==> src/rtl/wb_timer_pkg.sv <==
// Shared definitions for the Wishbone machine timer:
// register indices, CTRL field positions, reset values.
package wb_timer_pkg;

    localparam logic [2:0] REG_MTIME_LO    = 3'd0;
    localparam logic [2:0] REG_MTIME_HI    = 3'd1;
    localparam logic [2:0] REG_MTIMECMP_LO = 3'd2;
    localparam logic [2:0] REG_MTIMECMP_HI = 3'd3;
    localparam logic [2:0] REG_CTRL        = 3'd4;

    localparam int CTRL_EN_BIT = 0;
    localparam int CTRL_PS_LSB = 8;
    localparam int CTRL_PS_MSB = 15;

    localparam logic [63:0] MTIMECMP_RST = 64'hFFFF_FFFF_FFFF_FFFF;
    localparam logic [31:0] CTRL_RST     = 32'h0000_0001;

    // Replace the bytes of old_v selected by sel with those of new_v.
    function automatic logic [31:0] byte_merge(
        input logic [31:0] old_v,
        input logic [31:0] new_v,
        input logic [3:0]  sel
    );
        logic [31:0] res;
        res = old_v;
        for (int b = 0; b < 4; b++) begin
            if (sel[b]) res[b*8 +: 8] = new_v[b*8 +: 8];
        end
        return res;
    endfunction

endpackage

==> src/rtl/wb_timer_prescaler.sv <==
// Prescaler for the machine timer: emits one tick every
// PRESCALE+1 enabled cycles; reloadable when CTRL is written.
module wb_timer_prescaler
    import wb_timer_pkg::*;
(
    input  logic       clk_i,
    input  logic       rst_i,
    input  logic       i_en,
    input  logic [7:0] i_prescale,
    input  logic       i_reload,
    input  logic [7:0] i_reload_val,
    output logic       o_tick
);

    logic [7:0] r_cnt;

    assign o_tick = i_en && (r_cnt == 8'd0);

    // Down-count while enabled; reload on terminal count or CTRL write.
    always_ff @(posedge clk_i) begin
        if (rst_i) begin
            r_cnt <= 8'd0;
        end else if (i_reload) begin
            r_cnt <= i_reload_val;
        end else if (i_en) begin
            if (r_cnt == 8'd0) r_cnt <= i_prescale;
            else               r_cnt <= r_cnt - 8'd1;
        end
    end

endmodule

==> src/rtl/wb_timer.sv <==
// Wishbone machine timer: 64-bit mtime/mtimecmp, CTRL register,
// prescaled count and registered mtime >= mtimecmp interrupt.
module wb_timer
    import wb_timer_pkg::*;
#(
    parameter int WB_DATA_WIDTH = 32,
    parameter int WB_ADDR_WIDTH = 32,
    parameter int WB_SEL_WIDTH  = WB_DATA_WIDTH / 8
) (
    input  logic                     clk_i,
    input  logic                     rst_i,
    input  logic [WB_ADDR_WIDTH-1:0] wb_addr_i,
    input  logic [WB_DATA_WIDTH-1:0] wb_data_i,
    input  logic                     wb_we_i,
    input  logic [WB_SEL_WIDTH-1:0]  wb_sel_i,
    input  logic                     wb_stb_i,
    input  logic                     wb_cyc_i,
    output logic                     wb_ack_o,
    output logic [WB_DATA_WIDTH-1:0] wb_data_o,
    output logic                     timer_irq_o
);

    logic [63:0] r_mtime;
    logic [63:0] r_mtimecmp;
    logic        r_en;
    logic [7:0]  r_prescale;
    logic        r_ack;
    logic [31:0] r_rdata;
    logic        r_irq;

    logic        w_access;
    logic        w_wr;
    logic [2:0]  w_idx;
    logic        w_tick;
    logic [31:0] w_ctrl_cur;
    logic [31:0] w_ctrl_new;
    logic [31:0] w_rdata;
    logic        w_ctrl_wr;
    logic        w_unused;

    assign w_access  = wb_stb_i && wb_cyc_i && !r_ack;
    assign w_wr      = w_access && wb_we_i;
    assign w_idx     = wb_addr_i[4:2];
    assign w_ctrl_wr = w_wr && (w_idx == REG_CTRL);

    assign w_ctrl_cur = {16'd0, r_prescale, 7'd0, r_en};
    assign w_ctrl_new = byte_merge(w_ctrl_cur, wb_data_i, wb_sel_i);

    assign w_unused = ^{wb_addr_i[WB_ADDR_WIDTH-1:5],
                        wb_addr_i[1:0],
                        w_ctrl_new[31:16],
                        w_ctrl_new[7:1]};

    wb_timer_prescaler u_prescaler (
        .clk_i        (clk_i),
        .rst_i        (rst_i),
        .i_en         (r_en),
        .i_prescale   (r_prescale),
        .i_reload     (w_ctrl_wr),
        .i_reload_val (w_ctrl_new[CTRL_PS_MSB:CTRL_PS_LSB]),
        .o_tick       (w_tick)
    );

    // Read mux over the current (pre-edge) register values.
    always_comb begin
        w_rdata = 32'd0;
        case (w_idx)
            REG_MTIME_LO:    w_rdata = r_mtime[31:0];
            REG_MTIME_HI:    w_rdata = r_mtime[63:32];
            REG_MTIMECMP_LO: w_rdata = r_mtimecmp[31:0];
            REG_MTIMECMP_HI: w_rdata = r_mtimecmp[63:32];
            REG_CTRL:        w_rdata = w_ctrl_cur;
            default:         w_rdata = 32'd0;
        endcase
    end

    // Bus handshake: single-cycle ack, read data registered with it.
    always_ff @(posedge clk_i) begin
        if (rst_i) begin
            r_ack   <= 1'b0;
            r_rdata <= 32'd0;
        end else begin
            r_ack   <= w_access;
            r_rdata <= (w_access && !wb_we_i) ? w_rdata : 32'd0;
        end
    end

    // mtime: a bus write to a half overrides that cycle's increment.
    always_ff @(posedge clk_i) begin
        if (rst_i) begin
            r_mtime <= 64'd0;
        end else if (w_wr && (w_idx == REG_MTIME_LO)) begin
            r_mtime[31:0] <= byte_merge(r_mtime[31:0], wb_data_i, wb_sel_i);
        end else if (w_wr && (w_idx == REG_MTIME_HI)) begin
            r_mtime[63:32] <= byte_merge(r_mtime[63:32], wb_data_i, wb_sel_i);
        end else if (w_tick) begin
            r_mtime <= r_mtime + 64'd1;
        end
    end

    // mtimecmp and CTRL are plain byte-masked software registers.
    always_ff @(posedge clk_i) begin
        if (rst_i) begin
            r_mtimecmp <= MTIMECMP_RST;
            r_en       <= CTRL_RST[CTRL_EN_BIT];
            r_prescale <= CTRL_RST[CTRL_PS_MSB:CTRL_PS_LSB];
        end else if (w_wr) begin
            if (w_idx == REG_MTIMECMP_LO)
                r_mtimecmp[31:0] <=
                    byte_merge(r_mtimecmp[31:0], wb_data_i, wb_sel_i);
            if (w_idx == REG_MTIMECMP_HI)
                r_mtimecmp[63:32] <=
                    byte_merge(r_mtimecmp[63:32], wb_data_i, wb_sel_i);
            if (w_idx == REG_CTRL) begin
                r_en       <= w_ctrl_new[CTRL_EN_BIT];
                r_prescale <= w_ctrl_new[CTRL_PS_MSB:CTRL_PS_LSB];
            end
        end
    end

    // Interrupt level lags the register compare by one cycle.
    always_ff @(posedge clk_i) begin
        if (rst_i) r_irq <= 1'b0;
        else       r_irq <= (r_mtime >= r_mtimecmp);
    end

    assign wb_ack_o    = r_ack;
    assign wb_data_o   = r_rdata;
    assign timer_irq_o = r_irq;

endmodule

==> config.mk <==
export PLATFORM = sky130hd
export DESIGN_NAME = wb_timer
export DESIGN_NICKNAME = d
export VERILOG_FILES = /design/src/rtl/wb_timer_pkg.sv /design/src/rtl/wb_timer_prescaler.sv /design/src/rtl/wb_timer.sv
export SDC_FILE = /design/constraint.sdc
export NUM_CORES = 1
export LEC_CHECK = 0
export BUFFER_PORTS_ARGS = -buffer_cell sky130_fd_sc_hd__buf_2
export CAP_MARGIN = 0
export CORE_UTILIZATION = 35
export CTS_CLUSTER_SIZE = 40
export DETAILED_ROUTE_END_ITERATION = 8
export SYNTH_ARGS = -nofsm -noshare
export SYNTH_HDL_FRONTEND = slang
export SYNTH_SLANG_ARGS = --single-unit
==> constraint.sdc <==
create_clock -name clk_i -period 2.51 [get_ports clk_i]
set_input_delay 0.3765 -clock clk_i [delete_from_list [all_inputs] [get_ports clk_i]]
set_output_delay 0.3765 -clock clk_i [all_outputs]
set_load 0.03 [all_outputs]
After elaboration in Yosys (flattened, before gate mapping)
Cells that the tools add are included.
Widths: inputs -> output; s select.
{"block": "word_totals", "elab_cells": 87, "output_inout_bits": 34, "ff_bits": 179, "inputBits": 73}
{"block": "op_classes", "n_reduce_logical": 34, "n_mux": 13, "n_bitwise": 2, "n_lt_le_gt_ge": 1, "n_eq_ne": 13, "n_addsub": 2}
{"operator": "$pmux 32 s5", "count": 1}
{"operator": "$mux 32", "count": 3}
{"operator": "$add 64x1->64 const B", "count": 1}
{"operator": "$ge 64x64->1", "count": 1}
{"operator": "$mux 64", "count": 1}
{"operator": "$mux 8", "count": 8}
{"operator": "$reduce_and 3->1", "count": 17}
{"operator": "$ne 2x2->1 const B", "count": 9}
{"operator": "$logic_and 1x1->1", "count": 8}
{"operator": "$logic_not 8->1", "count": 1}
{"operator": "$sub 8x1->8 const B", "count": 1}
{"operator": "$eq 3x2->1 const B", "count": 2}
{"operator": "$reduce_bool 2->1", "count": 3}
{"operator": "$eq 3x1->1 const B", "count": 1}
{"operator": "$eq 3x3->1 const B", "count": 1}
{"operator": "$logic_not 3->1", "count": 1}
{"operator": "$logic_not 1->1", "count": 2}
{"operator": "$not 1->1", "count": 2}
{"operator": "$reduce_and 2->1", "count": 1}
{"operator": "$reduce_or 2->1", "count": 1}

Logic depth before layout (Yosys ltp)
Gate-level depths: netlist of the first run.
{"block": "logic_depth", "depth_word": 6, "mapped_depth": 10, "mapped_depth_nobuf": 8}

Hierarchy
Synthesis of the first run repeated with hierarchy kept, for this count alone.
{"block": "unflattened", "cells_unflattened": 1369, "hier_area_um2": 10865.4}
{"module": "wb_timer", "cells_each": 1293, "area_each_um2": 10229.8, "n_inst": 1}
{"module": "wb_timer_prescaler", "cells_each": 76, "area_each_um2": 635.6, "n_inst": 1}

Least setup slack after synthesis of the first run
Ideal clock, no wire load.
{"block": "synth_path", "path_kind": "flip-flop to flip-flop", "from": "register r_mtime[38]", "to": "register r_mtime[55]", "path_buffers": 1, "arrival_ps": 2121, "path_stages_with_launch": 8, "setup_time_ps": 75, "setup_slack_ps": 314, "cell_sequence": "dfxtp_1 -> buf_4 -> nand4_2 -> or4_4 -> nor3_4 -> nand2_4 -> or4_1 -> a31oi_1"}
{"block": "synth_between", "elab_chain_cells": 3}
{"item": "start: declaration", "line": "wb_timer.sv:23", "source": "logic [63:0] r_mtime;"}
{"item": "start signal: assignment", "line": "wb_timer.sv:95", "source": "r_mtime[63:32] <= byte_merge(r_mtime[63:32], wb_data_i, wb_sel_i);"}
{"item": "start signal: assignment", "line": "wb_timer.sv:97", "source": "r_mtime <= r_mtime + 64'd1;"}
{"item": "$add 64x1->64", "line": "wb_timer.sv:97"}
{"item": "$mux 64", "line": "wb_timer.sv:96", "source": "end else if (w_tick) begin"}
{"item": "$mux 32", "line": "wb_timer.sv:94", "source": "end else if (w_wr && (w_idx == REG_MTIME_HI)) begin"}
Every way passes these cells. The select of a mux whose other input is x is not followed.
A chain may end at the register's enable or synchronous reset.

Worst setup path in the final report of the first run
{"block": "layout_path", "from": "register r_mtime[0]", "to": "register r_mtime[52]"}
Same word-level chain as after synthesis.

==> results of run 1 <==
[worst max-delay path, delay by kind of cell, from the launching register on]
| kind | cells | cell delay, ns |
|---|---|---|
| AO/OA/AOI/OAI | 1 | 0.16 |
| AND/OR/NAND/NOR | 5 | 1.49 |
| flip-flops | 1 | 0.42 |
| adder cells (fa/ha/maj) | 1 | 0.25 |
[where the power goes]
group          total, mW  internal, mW  leakage [nW]  switching (mW)
Sequential          3.06          2.94          1.45           0.123
Combinational       1.81         0.699          3.93            1.11
Clock               2.74          1.43         0.278            1.31
Total               7.60          5.06          5.66            2.54
[layout make-up]
class                      instances  area (um^2)
clock buffer                      18          439
clock inverter                    14          145
fill                            3083        17700
inverter                          75          282
multi-input combinational       1034         6600
sequential                       179         3580
tap                              396          495
timing repair buffer             197         1320
[cells in the final DEF, fill, tap and decap left out, types with 26 or more instances in the layout]
cell type    n
a21oi_1    101
a22oi_1     26
buf_2       77
buf_4      117
dfxtp_1    179
ha_1        67
inv_1       73
mux2i_1     38
nand2_1    163
nand3_1     61
nand4_1     33
nor2_1     124
o211ai_1    75
o21ai_0     56
[routing by layer]
layer / wire length (um) / global-route usage / share of wire
met1: 17400 / 0.338 / 0.45
met2: 17300 / 0.387 / 0.45
met3: 2680 / 0.0375 / 0.070
met4: 1130 / 0.0929 / 0.029
met5: 8 / 0 / 0.00021
[state kept, by name, indices dropped and copies added, names as in the netlist]
| signal | count |
|---|---|
| timer_irq_o | 1 |
| r_prescale | 8 |
| u_prescaler.r_cnt | 8 |
| r_en | 1 |
| wb_data_o | 32 |
| r_mtime | 64 |
| wb_ack_o | 1 |
| r_mtimecmp | 64 |
[final timing paths]
| kind | to | slack [ns] | cells past startpoint |
|---|---|---|---|
| setup / recovery | r_mtime[52] | 0.12 | 7 |
| hold / removal | wb_ack_o | 0.18 | 3 |
| setup reg to reg | r_mtime[52] | 0.12 | 7 |
| hold reg to reg | wb_ack_o | 0.47 | 1 |
[metrics by stage]
stage	instances	cell area (um^2)
5_1_grt	1913	12900
4_1_cts	1913	12900
3_5_place_dp	1881	12300
6_report	1913	12900
2_1_floorplan	1388	10900
3_3_place_gp	1881	12300
[cells by family (layout without fill, tap and decap cells)]
family	count (synthesis)	in the layout
xor gates and xnor gates	6	6
buffers and inverters	175	304
muxes	40	40
and+or+nand+nor	512	512
adders and majority gates	67	67
AOI/OAI and AO/OA	409	409
DFF	179	179
==> impl_results.md, run 1 <==
* Final hold vios at 0
* Worst setup SP type: flip-flop
* Post_cts resized at 0
* Critical path class: reg -> reg
* 1st-iter DRT viols at 1271
* Largest cells by area after synthesis: dfxtp_1, ha_1, nand2_1, o211ai_1, a21oi_1
* Final setup TNS at 0 ns
* Class of the worst hold path: in -> reg
* DRC Markers at 1
* Final setup fails at 0
* CP max stage cell: and4b_1
* Setup ws final at 0.118 ns
* Post-DRT Antenna Nets at 0
* Distinct cells, synth at 78
* H-tree depth at 4
* Number of vias per cell at 5.90
* Syn-to-layout area delta at 18.5%
* Final worst-path cycle share at 0.953
* Sink Count at 179
* Ys Warns at 0
* Placeable Area at 30600 um^2
* Synth Area in XOR/XNOR at 0.00484
* Longest Clk Path Bufs at 2
* GRT overflow at 0
* Hold slack at 0.181 ns
* Max Cap Violations at 0
* Worst slack, placed at 0.130 ns
* Syn avg cell area at 7.82 um^2
* Sequential-to-total area share from yosys stat at 0.330
* EDFF count, synth at 0
* Top Ports at 107
* Layout cell share with drive strength beyond 1 at 0.167
* DIE WIDTH at 178 um
* Rel. slew slack at 0.499
* Die area at 31700 um^2
* Worst R2R Start: r_mtime[0]
* Skew final at 0.0173 ns
* Crit path from: r_mtime[0]
* Most common cell in the netlist: dfxtp_1
* Critical path cell sequence: ha_1 -> nand2_1 -> nor4_1 -> and4b_1 -> nand3_1 -> or3_1 -> a31oi_1
* Commonest cells post-synth: dfxtp_1, nand2_1, nor2_1
* Port Buf Inserts at 77
* Synth Cell Area at 10900 um^2
* Leakage at 5.66 nW
* Worst-path maximum fanout at 8
* Min-delay src: wb_cyc_i
* Synth Area in Compound Gates at 0.251
* Max incr delay on CP at 0.52 ns
* Status: complete, but fails checks
* Global-route wire length before repair at 59.9 mm
* Area share of fa/ha/maj cells after synthesis at 0.0772
* RSZ-0062 raised after global routing: false
* Largest family of logic cells by synthesized area: compound AO/OA/AOI/OAI gates
* Arrival time worst endpoint at 2.77 ns
* Syn_nets at 1528
* Initial core utilization at 0.355
* Gr usage total at 0.247
* Min Clock Period, post-route at 2.39 ns
* Fmax at 418 MHz
* Layout net count at 1644
* Clk Latency, worst-skew pair at 0.46 ns
* HPWL after detailed placement at 28.0 mm
* Antenna violations before repair at 1
* Clock buffer count from CTS at 17
* Critical Path End Type: flip-flop
* Mux share of post-synthesis cell area at 0.0371
* GP Congestion at 0.945
* Slew @ Worst Pin at 0.745 ns
* Gate Count Post-Synth at 1388
* Leading area contributor after synthesis: dfxtp_1
* Post-synthesis simple-gate area fraction at 0.234
* Slew Viols, Final at 0
* Util after Layout at 0.421
* Via count at 11.3k
* Largest net degree at the start of global routing at 78
* Async set-or-reset flop fraction in the synthesized netlist at 0
* Routed len/inst at 20.1 um
* Top cell type's share of synthesized area at 0.330
* Worst path required time at 2.89 ns
* Root Driver: clkbuf_16
* CTS tree: built
* Dominant synthesized flop cell: dfxtp_1
* Vias in the first global route at 10.4k
* Clock transition at path regs at 0.08 ns
* DR pass1 iterations at 8
* Number of antenna diodes at 0
* Rows at 64
* CTS Hold Buffers Added at 0
* Violated checks: design-rule violations
* Seq cells post-synth at 179
* Die H at 178 um
* Final wirelength at 38.5 mm
* Power per cell area at 591 nW/um^2
* Post-CTS setup buffers at 0
* Total chip power at 7.60 mW
* Peak VDD IR at 0.512 mV
(Power assumes the default switching activity.)
==> run 2: changes to the inputs <==
CELL_PAD_IN_SITES_DETAIL_PLACEMENT = 1   (was not set)
CELL_PAD_IN_SITES_GLOBAL_PLACEMENT = 1   (was not set)
PLACE_DENSITY_LB_ADDON = 0.1   (was not set)
==> run 2 against run 1 <==
  * Maximum frequency up 3.5%
  * Hold slack worse by 0.014 ns
  * The run now ends clean
  * Critical path type unchanged
  * Combinational power grew 10%
  * Register-to-register slack improved by 0.08 ns
  * Count of clock-buffer cells in the layout is 5 higher
  * Via count increased by 1.9%
  * Power grew 5.7%
  * Clock power rose by 9.1%
  * Utilization is 0.63 points higher
  * Sequential share of layout area fell by 0.41 points
  * Largest cell class unchanged
==> impl_results.md, run 2 (same netlist as run 1, synthesis figures left out) <==
* Root Driver: clkbuf_16
* CTS Hold Buffers Added at 0
* Placeable Area at 30600 um^2
* DIE WIDTH at 178 um
* Routed len/inst at 22.9 um
* Critical path class: reg -> reg
* Util after Layout at 0.427
* Number of antenna diodes at 0
* Rel. slew slack at 0.579
* R2R Setup Slk at 0.20 ns
* Fmax at 433 MHz
* Final setup TNS at 0 ns
* Via count at 11.5k
* Skew final at 0.0126 ns
* Worst-path maximum fanout at 7
* Layout cell share with drive strength beyond 1 at 0.175
* CTS tree: built
* Layout net count at 1662
* Clk Latency, worst-skew pair at 0.46 ns
* Post-DRT Antenna Nets at 0
* Clock transition at path regs at 0.07 ns
* Sink Count at 179
* Gr usage total at 0.287
* Global-route wire length before repair at 68.4 mm
* RSZ-0062 raised after global routing: false
* Rows at 64
* Antenna violations before repair at 2
* Final wirelength at 44.2 mm
* Post-DP Area at 12400 um^2
* Die H at 178 um
* Worst path required time at 2.90 ns
* Initial core utilization at 0.355
* 1st-iter DRT viols at 768
* Largest net degree at the start of global routing at 78
* Max Cap Violations at 0
* CP max stage cell: or4_4
* Commonest non-fill, non-tap cell in the layout: dfxtp_1
* HPWL after detailed placement at 32.5 mm
* Syn-to-layout area delta at 20.3%
* Peak VDD IR at 0.427 mV
* Final worst-path cycle share at 0.921
* Worst setup SP type: flip-flop
* Max incr delay on CP at 0.56 ns
* Class of the worst hold path: in -> reg
* H-tree depth at 4
* Worst R2R Start: r_mtime[37]
* Vias in the first global route at 11.3k
* Most frequent cells in the layout: dfxtp_1, nand2_1, buf_4
* Post-Layout Inst Area at 13100 um^2
* Number of vias per cell at 5.96
* Longest Clk Path Bufs at 2
* Final hold vios at 0
* Die area at 31700 um^2
* Arrival time worst endpoint at 2.70 ns
* Post-CTS setup buffers at 0
* Final setup fails at 0
* Status: completed
* DRC Markers at 0
* GP Congestion at 0.870
* Hold path cells at 3
* Slew Viols, Final at 0
* Slew @ Worst Pin at 0.632 ns
* DR pass1 iterations at 4
* Leakage at 5.77 nW
* Min Clock Period, post-route at 2.31 ns
* Clock buffer count from CTS at 17
* Min-delay src: wb_cyc_i
* Port Buf Inserts at 77
* Reg2reg path depth at 6
* Power per cell area at 615 nW/um^2
* Top Ports at 107
* GRT overflow at 0
* FF-to-FF End: r_mtime[63]
* Critical path cell sequence: nand4_2 -> or4_4 -> nor3_4 -> nand2_4 -> or4_1 -> a31oi_1
* # fillers at 3774
* Critical Path End Type: flip-flop
* Hold EP: wb_ack_o
==> run 2: metrics by stage <==
step | power [mW] | setup slack (ns) | cells | hold WS [ns]
CTS | 8.08 | 0.126 | 1931 | 0.154
global route | 8.37 | 0.0364 | 1931 | 0.186
detailed placement | 5.10 | 0.140 | 1899 | 0.486
global placement | 5.07 | 0.177 | 1899 | 0.446
floorplan | 4.18 | 0.314 | 1388 | 0.454
finish | 8.04 | 0.199 | 1931 | 0.167
==> run 2: per-layer routing <==
layer  GRT usage  vias up  routed length, um
li1            -     5387                  -
met1       0.410     5815              21500
met2       0.452      256              20400
met3      0.0313       47               1680
met4      0.0837        0                739
met5           0        -                  0
==> run 2: cell type report <==
cell class	instances	area [um^2]	area share
Multi-Input combinational cell	1034	6600	0.505
Sequential cell	179	3580	0.274
Timing Repair Buffer	215	1470	0.113
Tap cell	396	495	0.0379
Clock buffer	23	478	0.0366
Inverter	75	282	0.0216
Clock inverter	9	151	0.0116
==> run 2: worst max-delay path by stage <==
stage | from | end | slack, ns | cells after the start
after floorplan | r_mtime[38] | r_mtime[55] | 0.31 | 7
after global placement | wb_addr_i[4] | r_mtime[14] | 0.18 | 10
after detailed placement | u_prescaler.r_cnt[0] | r_mtime[22] | 0.14 | 9
after CTS | u_prescaler.r_cnt[0] | r_mtime[22] | 0.13 | 9
after global routing | u_prescaler.r_cnt[1] | u_prescaler.r_cnt[3] | 0.04 | 9
final | r_mtime[37] | r_mtime[63] | 0.20 | 6
==> run 2: where the power goes <==
group / internal [mW] / switching (mW)
clock network: 1.74 / 1.25
logic: 0.787 / 1.21
registers: 2.94 / 0.112
==> run 2: repair_timing <==
action	in CTS	in global routing
setup endpoints to repair	0	1
gates resized for setup	0	1
endpoints found under the hold margin	0	0
==> run 2: critical path, delay by kind of cell (launching register included) <==
| kind | cells | cell delay, ns |
|---|---|---|
| flops | 1 | 0.48 |
| simple gates | 5 | 1.59 |
| compound gates | 1 | 0.17 |
==> run 3: changes to the inputs <==
CTS_BUF_LIST = sky130_fd_sc_hd__clkbuf_4   (was not set)
clock period = 2.25 ns   (was 2.51 ns; I/O delays follow)
==> run 3 against run 2 <==
  * Routed wire length up 1.2%
  * Non-clock buffer count up 62
  * Utilization up 1.1 points
  * Die area unchanged
  * Hold slack worse by 0.13 ns
  * Clock power down 28%
  * Critical path type unchanged
==> impl_results.md, run 3 (same netlist as run 1, synthesis figures left out) <==
* Syn-to-layout area delta at 23.5%
* Arrival time worst endpoint at 2.78 ns
* Class of the worst hold path: in -> reg
* Via count at 11.7k
* Worst setup SP type: flip-flop
* Critical path class: reg -> reg
* Initial core utilization at 0.355
* Max Cap Violations at 0
* R2R Setup Slk at 0.05 ns
* Final worst-path cycle share at 0.976
* Longest Clk Path Bufs at 2
* Hold path cells at 3
* Commonest non-fill, non-tap cell in the layout: buf_4
* # fillers at 3803
* Clk Latency, worst-skew pair at 0.66 ns
* Most frequent cells in the layout: buf_4, dfxtp_1, nand2_1
* FF-to-FF End: r_mtime[52]
* Clock transition at path regs at 0.16 ns
* Leakage at 5.95 nW
* Post-DRT Antenna Nets at 0
* Worst-path maximum fanout at 6
* Root Driver: clkbuf_4
* Placeable Area at 30600 um^2
* Rel. slew slack at 0.613
* Slew @ Worst Pin at 0.575 ns
* Clock buffer count from CTS at 17
* Gr usage total at 0.287
* CTS tree: built
* HPWL after detailed placement at 33.5 mm
* Final setup fails at 0
* Layout cell share with drive strength beyond 1 at 0.215
* Min-delay src: wb_data_i[3]
* Global-route wire length before repair at 68.3 mm
* DR pass1 iterations at 5
* DIE WIDTH at 178 um
* Status: completed
* Critical Path End Type: flip-flop
* Sink Count at 179
* Antenna violations before repair at 1
* Crit path from: r_mtime[30]
* Largest net degree at the start of global routing at 78
* DRC Markers at 0
* Post-Place Cells at 1937
* Vias in the first global route at 11.3k
* Die H at 178 um
* GRT overflow at 0
* Worst path required time at 2.83 ns
* Die area at 31700 um^2
* Total chip power at 8.16 mW
* Slew Viols, Final at 0
* Number of vias per cell at 5.87
* Rows at 64
* Post-Layout Cell Count at 1994
* Layout net count at 1724
* Min Clock Period, post-route at 2.20 ns
* Peak VDD IR at 0.298 mV
* Final wirelength at 44.8 mm
* Power per cell area at 608 nW/um^2
* Top Ports at 107
* Routed len/inst at 22.5 um
* GP Congestion at 0.873
* 1st-iter DRT viols at 712
* H-tree depth at 4
* Worst R2R Start: r_mtime[30]
* Reg2reg path depth at 7
* Skew final at 0.0330 ns
* Final hold vios at 0
* Port Buf Inserts at 77
* Hold EP: r_mtimecmp[3]
* Fmax at 455 MHz
-- run 3: report_power, final --
group	total [mW]	internal, mW	leakage (nW)	switching (mW)
clock network	2.16	0.920	0.165	1.25
registers	3.40	3.29	1.45	0.113
logic	2.59	1.13	4.33	1.46
total	8.16	5.34	5.95	2.82
-- run 3: critical path: stages (launching register included) --
cell and delay [ns]:
dfxtp_1 0.42, nand3_2 0.12, or4_4 0.57, nor3_4 0.21, buf_4 0.21, nand3_1 0.10, or3_1 0.32, a31oi_1 0.17
-- run 3: final cells by class --
cell class	count	area [um^2]	share of cell area
multi-input cells	1034	6720	0.501
repair buffers	277	2000	0.149
diodes	1	2.50	0.000187
clock buffers	21	158	0.0118
well taps	396	495	0.0369
inverters	75	282	0.0210
flip-flops and latches	179	3600	0.268
clock inverters	11	160	0.0119
-- run 3: stage by stage --
stage	hold WS [ns]	setup TNS, ns	util	setup slack [ns]	area, um^2
finish	0.0377	0	0.438	0.0529	13400
global route	0.00595	-0.0319	0.438	-0.0104	13400
CTS	0.00141	0	0.434	0.00452	13300
detailed placement	0.488	-0.423	0.416	-0.0474	12700
global placement	0.462	-0.154	0.416	-0.0575	12700
floorplan	0.454	0	-	0.0544	10900
-- run 3: per-layer routing --
| metal | global-route usage | vias up | share of wire |
|---|---|---|---|
| met2 | 0.451 | 253 | 0.45 |
| met3 | 0.0409 | 49 | 0.044 |
| met1 | 0.403 | 5880 | 0.48 |
| li1 | - | 5518 | - |
| met4 | 0.0883 | 0 | 0.023 |
| met5 | 0 | - | 0 |
-- run 3: worst max path at each step --
stage               endpoint  slack (ns)
2_1_floorplan    r_mtime[55]        0.05
3_3_place_gp     r_mtime[59]       -0.06
3_5_place_dp   r_mtimecmp[9]       -0.05
4_1_cts          r_mtime[22]       0.005
5_1_grt          r_mtime[59]       -0.01
6_report         r_mtime[52]        0.05
-- run 3: repair_timing --
item                                    4_1_cts  5_1_grt
buffers inserted                              1        3
resized for setup                             3       38
pin swaps                                     3        5
endpoints found under the setup margin       10       40
hold buffers                                 20        0
hold endpoints to repair                     37        0
